[src/rtl/cntdiv_pkg.sv]
// Shared types and helpers for the dual-rate clock divider and its decoder.
package cntdiv_pkg;

    typedef enum logic [1:0] {
        IDLE = 2'd0,
        HIGH = 2'd1,
        LOW  = 2'd2
    } state_t;

    typedef enum logic {
        MODE_LONG  = 1'b0,
        MODE_SHORT = 1'b1
    } mode_t;

    // Width of the operands handed to in_window; counter widths must stay below it
    localparam int VAL_W = 32;

    // True when |val - target| <= tol, evaluated one bit wider and signed so nothing wraps
    function automatic logic in_window(input logic [VAL_W-1:0] val,
                                       input logic [VAL_W-1:0] target,
                                       input logic [VAL_W-1:0] tol);
        logic signed [VAL_W:0] diff;
        diff = $signed({1'b0, val}) - $signed({1'b0, target});
        if (diff < 0) begin
            diff = -diff;
        end
        return (diff <= $signed({1'b0, tol}));
    endfunction

endpackage

[src/rtl/cntdiv_decoder_if.sv]
// Signal bundle between a divided-waveform source (master) and the decoder (slave).
interface cntdiv_decoder_if #(
    parameter int TOPVALUE = 50_000_000
);
    localparam int W = $clog2(2 * TOPVALUE + 1);

    logic         sig_in;
    logic [W-1:0] period;
    logic [W-1:0] high_time;
    logic         valid;
    logic         mode;
    logic         err;
    logic         timeout;
    logic         duty_err;

    modport master (
        output sig_in,
        input  period, high_time, valid, mode, err, timeout, duty_err
    );

    modport slave (
        input  sig_in,
        output period, high_time, valid, mode, err, timeout, duty_err
    );

endinterface

[src/rtl/cntdiv_decoder_sync_edge_det.sv]
// Multi-flop synchronizer for an asynchronous level plus one delay flop for rise/fall pulses.
module sync_edge_det #(
    parameter int SYNC_STAGES = 2
) (
    input  logic clk,
    input  logic rst,
    input  logic din,
    output logic level,
    output logic rise,
    output logic fall
);

    logic [SYNC_STAGES:0] chain;
    logic                 last_reg;

    assign chain[0] = din;

    generate
        for (genvar gi = 0; gi < SYNC_STAGES; gi++) begin : g_stage
            logic q_reg;
            // One synchronizer stage
            always_ff @(posedge clk or posedge rst) begin
                if (rst) q_reg <= 1'b0;
                else     q_reg <= chain[gi];
            end
            assign chain[gi+1] = q_reg;
        end
    endgenerate

    assign level = chain[SYNC_STAGES];

    // Previous synchronized level, used to form the edge pulses
    always_ff @(posedge clk or posedge rst) begin
        if (rst) last_reg <= 1'b0;
        else     last_reg <= level;
    end

    assign rise = level & ~last_reg;
    assign fall = ~level & last_reg;

endmodule

[src/rtl/cntdiv_decoder.sv]
// Decoder for the dual-rate divider output: measures period/high time, classifies short/long.
// Optional build macro: DUTY_CHECK_EN enables the 50% duty comparator (duty_err).
module cntdiv_decoder
    import cntdiv_pkg::*;
#(
    parameter int TOPVALUE    = 50_000_000,
    parameter int TOL         = 16,
    parameter int SYNC_STAGES = 2
) (
    input  logic                clk,
    input  logic                rst,
    cntdiv_decoder_if.slave     bus
);

    localparam int W = $clog2(2 * TOPVALUE + 1);

    localparam logic [W-1:0]     CNT_MAX  = W'(2 * TOPVALUE);
    localparam logic [VAL_W-1:0] SHORT_T  = VAL_W'(TOPVALUE / 2);
    localparam logic [VAL_W-1:0] LONG_T   = VAL_W'(TOPVALUE);
    localparam logic [VAL_W-1:0] TOL_V    = VAL_W'(TOL);

    logic         rise;
    logic         fall;
    logic         level;

    state_t       state_reg;
    state_t       state_next;

    logic         start_meas;
    logic         measure_done;
    logic         timeout_hit;

    logic [W-1:0] cnt_reg;
    logic [W-1:0] hcnt_reg;
    logic [W-1:0] period_reg;
    logic [W-1:0] high_time_reg;
    logic         valid_reg;
    mode_t        mode_reg;
    logic         err_reg;
    logic         timeout_reg;

    logic         short_hit;
    logic         long_hit;

    sync_edge_det #(
        .SYNC_STAGES (SYNC_STAGES)
    ) u_sync (
        .clk   (clk),
        .rst   (rst),
        .din   (bus.sig_in),
        .level (level),
        .rise  (rise),
        .fall  (fall)
    );

    // FSM state register
    always_ff @(posedge clk or posedge rst) begin
        if (rst) state_reg <= IDLE;
        else     state_reg <= state_next;
    end

    // FSM next-state: a rise in LOW beats the timeout threshold
    always_comb begin
        state_next = state_reg;
        case (state_reg)
            IDLE: if (rise) state_next = HIGH;
            HIGH: begin
                if (cnt_reg == CNT_MAX) state_next = IDLE;
                else if (fall)          state_next = LOW;
            end
            LOW: begin
                if (rise)                    state_next = HIGH;
                else if (cnt_reg == CNT_MAX) state_next = IDLE;
            end
            default: state_next = IDLE;
        endcase
    end

    // FSM outputs: datapath control strobes
    always_comb begin
        start_meas   = 1'b0;
        measure_done = 1'b0;
        timeout_hit  = 1'b0;
        case (state_reg)
            IDLE: start_meas = rise;
            HIGH: timeout_hit = (cnt_reg == CNT_MAX);
            LOW: begin
                measure_done = rise;
                timeout_hit  = ~rise && (cnt_reg == CNT_MAX);
            end
            default: ;
        endcase
    end

    assign short_hit = in_window(VAL_W'(cnt_reg), SHORT_T, TOL_V);
    assign long_hit  = in_window(VAL_W'(cnt_reg), LONG_T,  TOL_V);

    // Period and high-time counters; fall cycle already belongs to the low phase
    always_ff @(posedge clk or posedge rst) begin
        if (rst) begin
            cnt_reg  <= '0;
            hcnt_reg <= '0;
        end else if (start_meas || measure_done) begin
            cnt_reg  <= W'(1);
            hcnt_reg <= W'(1);
        end else if (timeout_hit) begin
            cnt_reg  <= '0;
            hcnt_reg <= '0;
        end else if (state_reg != IDLE) begin
            if (cnt_reg != CNT_MAX) cnt_reg <= cnt_reg + W'(1);
            if (state_reg == HIGH && !fall && hcnt_reg != CNT_MAX)
                hcnt_reg <= hcnt_reg + W'(1);
        end
    end

    // Result registers and classification, updated once per completed period
    always_ff @(posedge clk or posedge rst) begin
        if (rst) begin
            period_reg    <= '0;
            high_time_reg <= '0;
            valid_reg     <= 1'b0;
            mode_reg      <= MODE_LONG;
            err_reg       <= 1'b0;
            timeout_reg   <= 1'b0;
        end else begin
            valid_reg   <= measure_done;
            timeout_reg <= timeout_hit;
            if (measure_done) begin
                period_reg    <= cnt_reg;
                high_time_reg <= hcnt_reg;
                err_reg       <= ~(short_hit | long_hit);
                if (short_hit)     mode_reg <= MODE_SHORT;
                else if (long_hit) mode_reg <= MODE_LONG;
            end
        end
    end

`ifdef DUTY_CHECK_EN
    localparam logic [VAL_W-1:0] TOL2_V = VAL_W'(2 * TOL);

    logic duty_reg;
    logic duty_ok;

    assign duty_ok = in_window(VAL_W'({hcnt_reg, 1'b0}), VAL_W'(cnt_reg), TOL2_V);

    // Duty flag: twice the high time must sit within 2*TOL of the period
    always_ff @(posedge clk or posedge rst) begin
        if (rst)               duty_reg <= 1'b0;
        else if (measure_done) duty_reg <= ~duty_ok;
    end

    assign bus.duty_err = duty_reg;
`else
    assign bus.duty_err = 1'b0;
`endif

    assign bus.period    = period_reg;
    assign bus.high_time = high_time_reg;
    assign bus.valid     = valid_reg;
    assign bus.mode      = mode_reg;
    assign bus.err       = err_reg;
    assign bus.timeout   = timeout_reg;

    // level is only consumed through the edge pulses here
    logic unused_level;
    assign unused_level = level;

endmodule

[src/flat_wrapper.sv]
// flat-port wrapper written by rule: the top's interface ports become plain ports
module cntdiv_decoder_flat import cntdiv_pkg::*;
#(
    parameter int TOPVALUE    = 50_000_000,
    parameter int TOL         = 16,
    parameter int SYNC_STAGES = 2
)
  (clk, rst, bus_sig_in, bus_period, bus_high_time, bus_valid, bus_mode, bus_err, bus_timeout, bus_duty_err);
  cntdiv_decoder_if #(.TOPVALUE(TOPVALUE)) bus_i ();
  input  logic clk;
  input  logic rst;
  input wire logic [$bits(bus_i.sig_in)-1:0] bus_sig_in;
  output wire logic [$bits(bus_i.period)-1:0] bus_period;
  output wire logic [$bits(bus_i.high_time)-1:0] bus_high_time;
  output wire logic [$bits(bus_i.valid)-1:0] bus_valid;
  output wire logic [$bits(bus_i.mode)-1:0] bus_mode;
  output wire logic [$bits(bus_i.err)-1:0] bus_err;
  output wire logic [$bits(bus_i.timeout)-1:0] bus_timeout;
  output wire logic [$bits(bus_i.duty_err)-1:0] bus_duty_err;
  assign bus_i.sig_in = bus_sig_in;
  assign bus_period = bus_i.period;
  assign bus_high_time = bus_i.high_time;
  assign bus_valid = bus_i.valid;
  assign bus_mode = bus_i.mode;
  assign bus_err = bus_i.err;
  assign bus_timeout = bus_i.timeout;
  assign bus_duty_err = bus_i.duty_err;
  cntdiv_decoder #(.TOPVALUE(TOPVALUE), .TOL(TOL), .SYNC_STAGES(SYNC_STAGES)) u_core (.clk(clk), .rst(rst), .bus(bus_i));
endmodule
[config.mk]
export PLATFORM = sky130hd
export DESIGN_NAME = cntdiv_decoder_flat
export DESIGN_NICKNAME = d
export VERILOG_FILES = /design/src/rtl/cntdiv_pkg.sv /design/src/rtl/cntdiv_decoder_if.sv /design/src/rtl/cntdiv_decoder_sync_edge_det.sv /design/src/rtl/cntdiv_decoder.sv /design/src/flat_wrapper.sv
export SDC_FILE = /design/constraint.sdc
export NUM_CORES = 1
export LEC_CHECK = 0
export BUFFER_PORTS_ARGS = -buffer_cell sky130_fd_sc_hd__buf_4
export CAP_MARGIN = 5
export CORE_AREA = 8 8 150 152
export CTS_CLUSTER_DIAMETER = 120
export DETAILED_ROUTE_END_ITERATION = 10
export DIE_AREA = 0 0 158 160
export GPL_TIMING_DRIVEN = 0
export HOLD_SLACK_MARGIN = 0.02
export PLACE_DENSITY = 0.62
export SLEW_MARGIN = 5
export SYNTH_ARGS = -nofsm -noshare
export SYNTH_HDL_FRONTEND = slang
export SYNTH_SLANG_ARGS = --single-unit
[constraint.sdc]
create_clock -name clk -period 4.3 [get_ports clk]
set_input_delay 0.215 -clock clk [delete_from_list [all_inputs] [get_ports clk]]
set_output_delay 0.215 -clock clk [all_outputs]
set_load 0.05 [all_outputs]
After elaboration in Yosys (flattened, before gate mapping)
Cells that the tools add are included.
{"block": "classes", "div": 0, "n_reduce_logical": 15, "mul": 0, "eq_ne": 8, "muxes": 21, "shifts": 0, "n_bitwise": 7, "add_sub_neg": 6, "magnitude_cmp": 4}
{"operator": "27-bit two-way mux", "n": 8}
{"operator": "33-bit by 6-bit less-or-equal comparator with 1-bit output (second input constant)", "n": 2}
{"operator": "33-bit by 1-bit < comparator with 1-bit output (second input constant)", "n": 2}
{"operator": "33-bit two-way mux", "n": 2}
{"operator": "33-bit negation", "n": 2}
{"operator": "27-bit by 1-bit adder with 27-bit output (second input constant)", "n": 2}
{"operator": "27-bit inequality test (second input constant)", "n": 2}
{"operator": "27-bit by 25-bit subtractor with 28-bit output (second input constant)", "n": 1}
{"operator": "27-bit by 26-bit subtractor with 28-bit output (second input constant)", "n": 1}
{"operator": "27-bit == test (second input constant)", "n": 1}
{"operator": "2-bit two-way mux", "n": 5}
{"operator": "3-bit nonzero test", "n": 3}
{"operator": "3-bit by 1-bit inequality test with 1-bit output (second input constant)", "n": 2}
{"operator": "2-bit case mux with 3 select lines", "n": 1}
{"operator": "2-bit AND reduction", "n": 3}
{"operator": "1-bit two-way mux", "n": 4}
{"operator": "1-bit NOT", "n": 4}
{"operator": "2-bit nonzero test", "n": 2}
{"operator": "1-bit logical AND", "n": 3}
{"operator": "3-bit AND reduction", "n": 1}
{"operator": "1-bit bitwise AND", "n": 2}
{"operator": "2-bit by 1-bit == test with 1-bit output (second input constant)", "n": 1}
{"operator": "2-bit == test (second input constant)", "n": 1}
{"operator": "2-bit zero test", "n": 1}
{"operator": "other kinds (5)", "n": 5}
{"block": "word_totals", "ram_bits": 0, "input_bits": 3, "n_memories": 0, "register_bits": 117, "latchBits": 0, "romBits": 0}

Logic depth before layout (Yosys ltp)
{"block": "logic_depth", "depth_word": 9, "ltp_mapped": 13}

Cells and area by module
Synthesis repeated with hierarchy kept, for this count alone.
{"block": "hier_totals", "cells_unflattened": 934, "hier_area_um2": 8200.4}
{"module": "cntdiv_decoder", "area_per_inst_um2": 8106.5, "seq_area_each_um2": 2852.7, "n_inst": 1, "cells_each": 928}
{"module": "sync_edge_det", "area_per_inst_um2": 93.8, "seq_area_each_um2": 75.1, "n_inst": 1, "cells_each": 6}

Least setup slack after synthesis
Ideal clock, no wire load.
{"block": "synth_path", "path_kind": "reg2reg", "start": "reg u_core.cnt_reg[8]", "end": "reg u_core.err_reg, in the netlist u_core.bus.err", "stages_incl_launch_ff": 14, "setup_ps": 133, "t_arrival_ps": 3245, "path_buffers": 2, "slack_ps": 922, "path_cell_list": "dfrtp_1 -> buf_2 -> inv_1 -> ha_1 -> or4b_1 -> buf_2 -> a21o_1 -> a211oi_2 -> a31oi_1 -> or4_1 -> a211oi_2 -> o221ai_2 -> a2111oi_4 -> nor3_1"}
{"block": "synth_via", "elab_chain_cells": 6}
{"element": "start, declared", "line_no": "cntdiv_decoder.sv:33", "rtl": "logic [W-1:0] cnt_reg;"}
{"element": "start signal, assigned", "line_no": "cntdiv_decoder.sv:110", "rtl": "if (cnt_reg != CNT_MAX) cnt_reg <= cnt_reg + W'(1);"}
{"element": "27-bit by 25-bit subtractor with 28-bit output / 27-bit by 26-bit subtractor with 28-bit output (equally long branches)", "line_no": "cntdiv_pkg.sv:23", "rtl": "diff = $signed({1'b0, val}) - $signed({1'b0, target});"}
{"element": "33-bit negation / 33-bit by 1-bit < comparator with 1-bit output (equally long branches)", "line_no": "cntdiv_pkg.sv:25, cntdiv_pkg.sv:24"}
{"element": "33-bit two-way mux", "line_no": "cntdiv_pkg.sv:24", "rtl": "if (diff < 0) begin"}
{"element": "33-bit by 6-bit less-or-equal comparator with 1-bit output", "line_no": "cntdiv_pkg.sv:27", "rtl": "return (diff <= $signed({1'b0, tol}));"}
{"element": "1-bit OR *", "line_no": "cntdiv_decoder.sv:131", "rtl": "err_reg <= ~(short_hit | long_hit);"}
{"element": "1-bit NOT *", "line_no": "cntdiv_decoder.sv:131"}
{"element": "end signal, assigned", "line_no": "cntdiv_decoder.sv:131"}
{"element": "end, declared", "line_no": "cntdiv_decoder.sv:39", "rtl": "logic err_reg;"}
Every way passes the cells marked *; elsewhere a longest branch is shown, timed or not.
A chain may end at the register's enable or synchronous reset.

Final worst setup path
Same ends and word-level chain as after synthesis.

==> summary.txt <==
Run status
  • Outcome: finished, final reports clean

Synth
  • Async S/R FF share, synth: 1.000
  • Netlist cell types: 79
  • XOR/XNOR Fraction of Synth Area: 0.09249
  • Post-Syn Area: 8049 um^2
  • Post-synthesis sequential area ratio: 0.3637
  • Main flop type after synthesis: dfrtp_1
  • Synth Area in Adders: 0.02332
  • Share of Yosys cell area claimed by the top area cell type: 0.3637
  • Post-synthesis compound-gate area fraction: 0.1556
  • Mux cell area share after synthesis: 0.01135
  • Ys Warns: 0
  • EDFF count, synth: 0
  • Synth Area in Simple Gates: 0.3095
  • Top post-synthesis cells by area: dfrtp_1 36%, nand2_1 8.5%, xnor2_1 5.3%, nor2_1 5.1%, xor2_1 3.9%
  • Main combinational cell family by area after synthesis: simple AND/OR/NAND/NOR gates
  • Post-Syn Nets: 1012
  • Register bit total from synthesis: 117
  • Mapped Cells: 994
  • Area leader, netlist: dfrtp_1
  • Mean area per synthesized cell: 8.098 um^2

Min path
  • Hold Path Class: in -> async

Clock network
  • Clk sinks: 117
  • Cts bufs inserted: 17
  • Root Buffer: clkbuf_16
  • Worst-path clk slew: 50 ps
  • Max Root-Sink Buffers: 2
  • H-tree Lvls: 4
  • Skew-Pair Late Insertion Delay: 410 ps
  • CTS tree: built

Layout
  • Finished Layout Cells: 1361
  • Post-layout instance area: 9659 um^2
  • Most common cell after layout, fill and taps aside: nand2_1
  • Filler cells: 2018
  • P&R area growth vs syn: 20.01%
  • Most frequent cells in the layout: 182 x nand2_1, 117 x dfrtp_1, 107 x nor2_1
  • Fin nets: 1097
  • Final core utilization: 0.4820
  • Antenna cells: 0
  • Layout cells sized above 1: 0.1329

Worst setup path
  • CP most frequent cell: buf_2
  • R2R depth: 13
  • Worst Setup SP: u_core.cnt_reg[8]$_DFFE_PP0P_
  • CP Max Fanout: 10
  • R2r setup slk: 250 ps
  • Cell Chain, Critical Path: buf_2 > inv_1 > ha_1 > or4b_1 > buf_2 > a21boi_2 > o21bai_1 > a21oi_2 > mux2_2 > nand2_1 > nand4_1 > a2111oi_4 > nor3_1
  • Critical path's slowest cell: dfrtp_1
  • Reg2reg start: u_core.cnt_reg[8]$_DFFE_PP0P_
  • Setup crit start kind: flip-flop
  • Reg-to-reg endpoint: u_core.bus.err$_DFFE_PP0P_
  • Worst EP arrival: 4330 ps
  • WP data required: 4580 ps
  • Critical path type: reg -> reg
  • CP Capture Type: flip-flop
  • Crit path capture: u_core.bus.err$_DFFE_PP0P_
  • Crit-path max cell delay: 500 ps

Detailed routing
  • WL final: 25.94 mm
  • DRT Pass-1 Iters: 5
  • Vias: 7798
  • ANT nets after route: 0
  • Number of DRC markers in iteration 0: 640
  • DRC viols: 0
  • Post-DR wirelength/cell: 19.06 um
  • Vias/cell: 5.730

Place
  • Placed cell area: 8870 um^2
  • Setup WS pre-CTS: -129.7 ps
  • IO Port Bufs: 60
  • Hpwl dp: 19.65 mm
  • Placed Cells: 1325
  • Final GP Congestion: 0.9419

Timing
  • Max Freq: 0.2469 GHz
  • Fin. max-slew vios: 0
  • Fin. Hold Viols: 0
  • Worst slew pin tran: 940.9 ps
  • Setup TNS: 0 ps
  • Worst-case clock skew: 5.655 ps
  • Final Cycle Share: 0.9420
  • Setup-failing EPs final: 0
  • Setup WS post-layout: 249.4 ps
  • Final min period: 4051 ps
  • Worst slew margin: 0.3670
  • RSZ-0062 raised after global routing: no
  • Hold slack: 326.3 ps

Global route
  • Pin count of the biggest net entering global routing: 90
  • Initial antenna violation count: 0
  • Remaining Overflow, GRT: 0
  • First-pass GRT wire length: 41.22 mm
  • Vias in the first global route: 7526
  • GRT Total Usage: 0.2061

Job
  • Max-cap viol count: 0

Power and ir drop
  • Design Power: 3.606 mW
  • Max rail drop VDD: 0.2456 mV
  • Cell Pwr Density: 373.3 nW/um^2
  • Leak: 4.272 nW

Floorplanning
  • Die Y: 160 um
  • Initial Utilization: 0.4017
  • Row count: 52
  • I/O pin cnt: 62
  • Die area: 25280 um^2
  • CORE AREA: 20040 um^2
  • Die Width: 158 um
logic make-up after synthesis:
| logic type | Yosys count |
|---|---|
| compound gates | 176 |
| xor+xnor | 85 |
| fa+ha+maj | 15 |
| buf+inv | 87 |
| flops | 117 |
| mux | 9 |
| other cells | 1 |
| simple gates | 504 |
cell type report:
cell class | count | area, um^2 | share of cell area
Inverter | 26 | 102.6 | 0.01062
Tap cell | 270 | 337.8 | 0.03497
Clock buffer | 23 | 488.0 | 0.05052
Buffer | 61 | 252.7 | 0.02617
Clock inverter | 8 | 170.2 | 0.01762
Multi-Input combinational cell | 790 | 4860 | 0.5031
Sequential cell | 117 | 2928 | 0.3031
Timing Repair Buffer | 66 | 520.5 | 0.05389
synth_stat cells, types with 4 or more instances:
library cell  count
and2_1            6
o211ai_1          6
o21ai_0          44
buf_2            10
o22ai_1           6
nor2b_1           6
o31ai_1           6
or3_1            15
a32oi_1           4
inv_1            25
a21boi_0          4
xor2_1           36
mux2i_1           8
a41oi_1           4
nor2_1          110
buf_1             7
nor3_1           27
nor4bb_1          4
ha_1             15
nor4_1           12
nand3_1          48
clkbuf_1         41
nand4_1          30
and3_1            6
a21o_1            6
a21oi_1          34
a31oi_1           8
or4_1             8
nand2b_1         12
a211oi_1          4
and4_1            7
xnor2_1          49
dfrtp_1         117
nand2_1         182
critical path, delay by kind of cell (launching register included):
kind                       cells  cell delay, ps
AOI/OAI and AO/OA              4            1230
adders and majority gates      1             250
buffers and inverters          3             660
DFF                            1             500
muxes                          1             390
and+or+nand+nor                4             890
worst min-delay path by stage:
stage               start                                  endpoint  slack, ps  cells past startpoint
2_1_floorplan  bus_sig_in  u_core.u_sync.g_stage[0].q_reg$_DFF_PP0_        250                      0
4_1_cts               rst             u_core.u_sync.level$_DFF_PP0_        320                      3
5_1_grt               rst             u_core.u_sync.level$_DFF_PP0_        360                      3
3_3_place_gp   bus_sig_in  u_core.u_sync.g_stage[0].q_reg$_DFF_PP0_        330                      1
3_5_place_dp          rst             u_core.u_sync.level$_DFF_PP0_        200                      2
6_report              rst             u_core.u_sync.level$_DFF_PP0_        330                      3
per-layer routing:
layer	routed length, um	up-vias	GRT usage	share of wire
met5	0	-	0	0
met4	960	0	0.09734	0.037
met3	1364	59	0.03131	0.053
met2	12410	299	0.3382	0.48
met1	11210	3750	0.2602	0.43
li1	-	3690	-	-
report_power, final:
part / switching (mW) / internal, mW / leakage [nW]
sequential: 0.0769 / 1.17 / 1.61
clock: 0.496 / 1.09 / 0.315
combinational: 0.565 / 0.213 / 2.35
timing repair:
item	4_1_cts	5_1_grt
pin swaps	0	1
hold buffers	2	0
gates resized for setup	2	15
setup endpoints to repair	3	3
setup buffers	0	3
endpoints found under the hold margin	29	0
(Power assumes the default switching activity.)
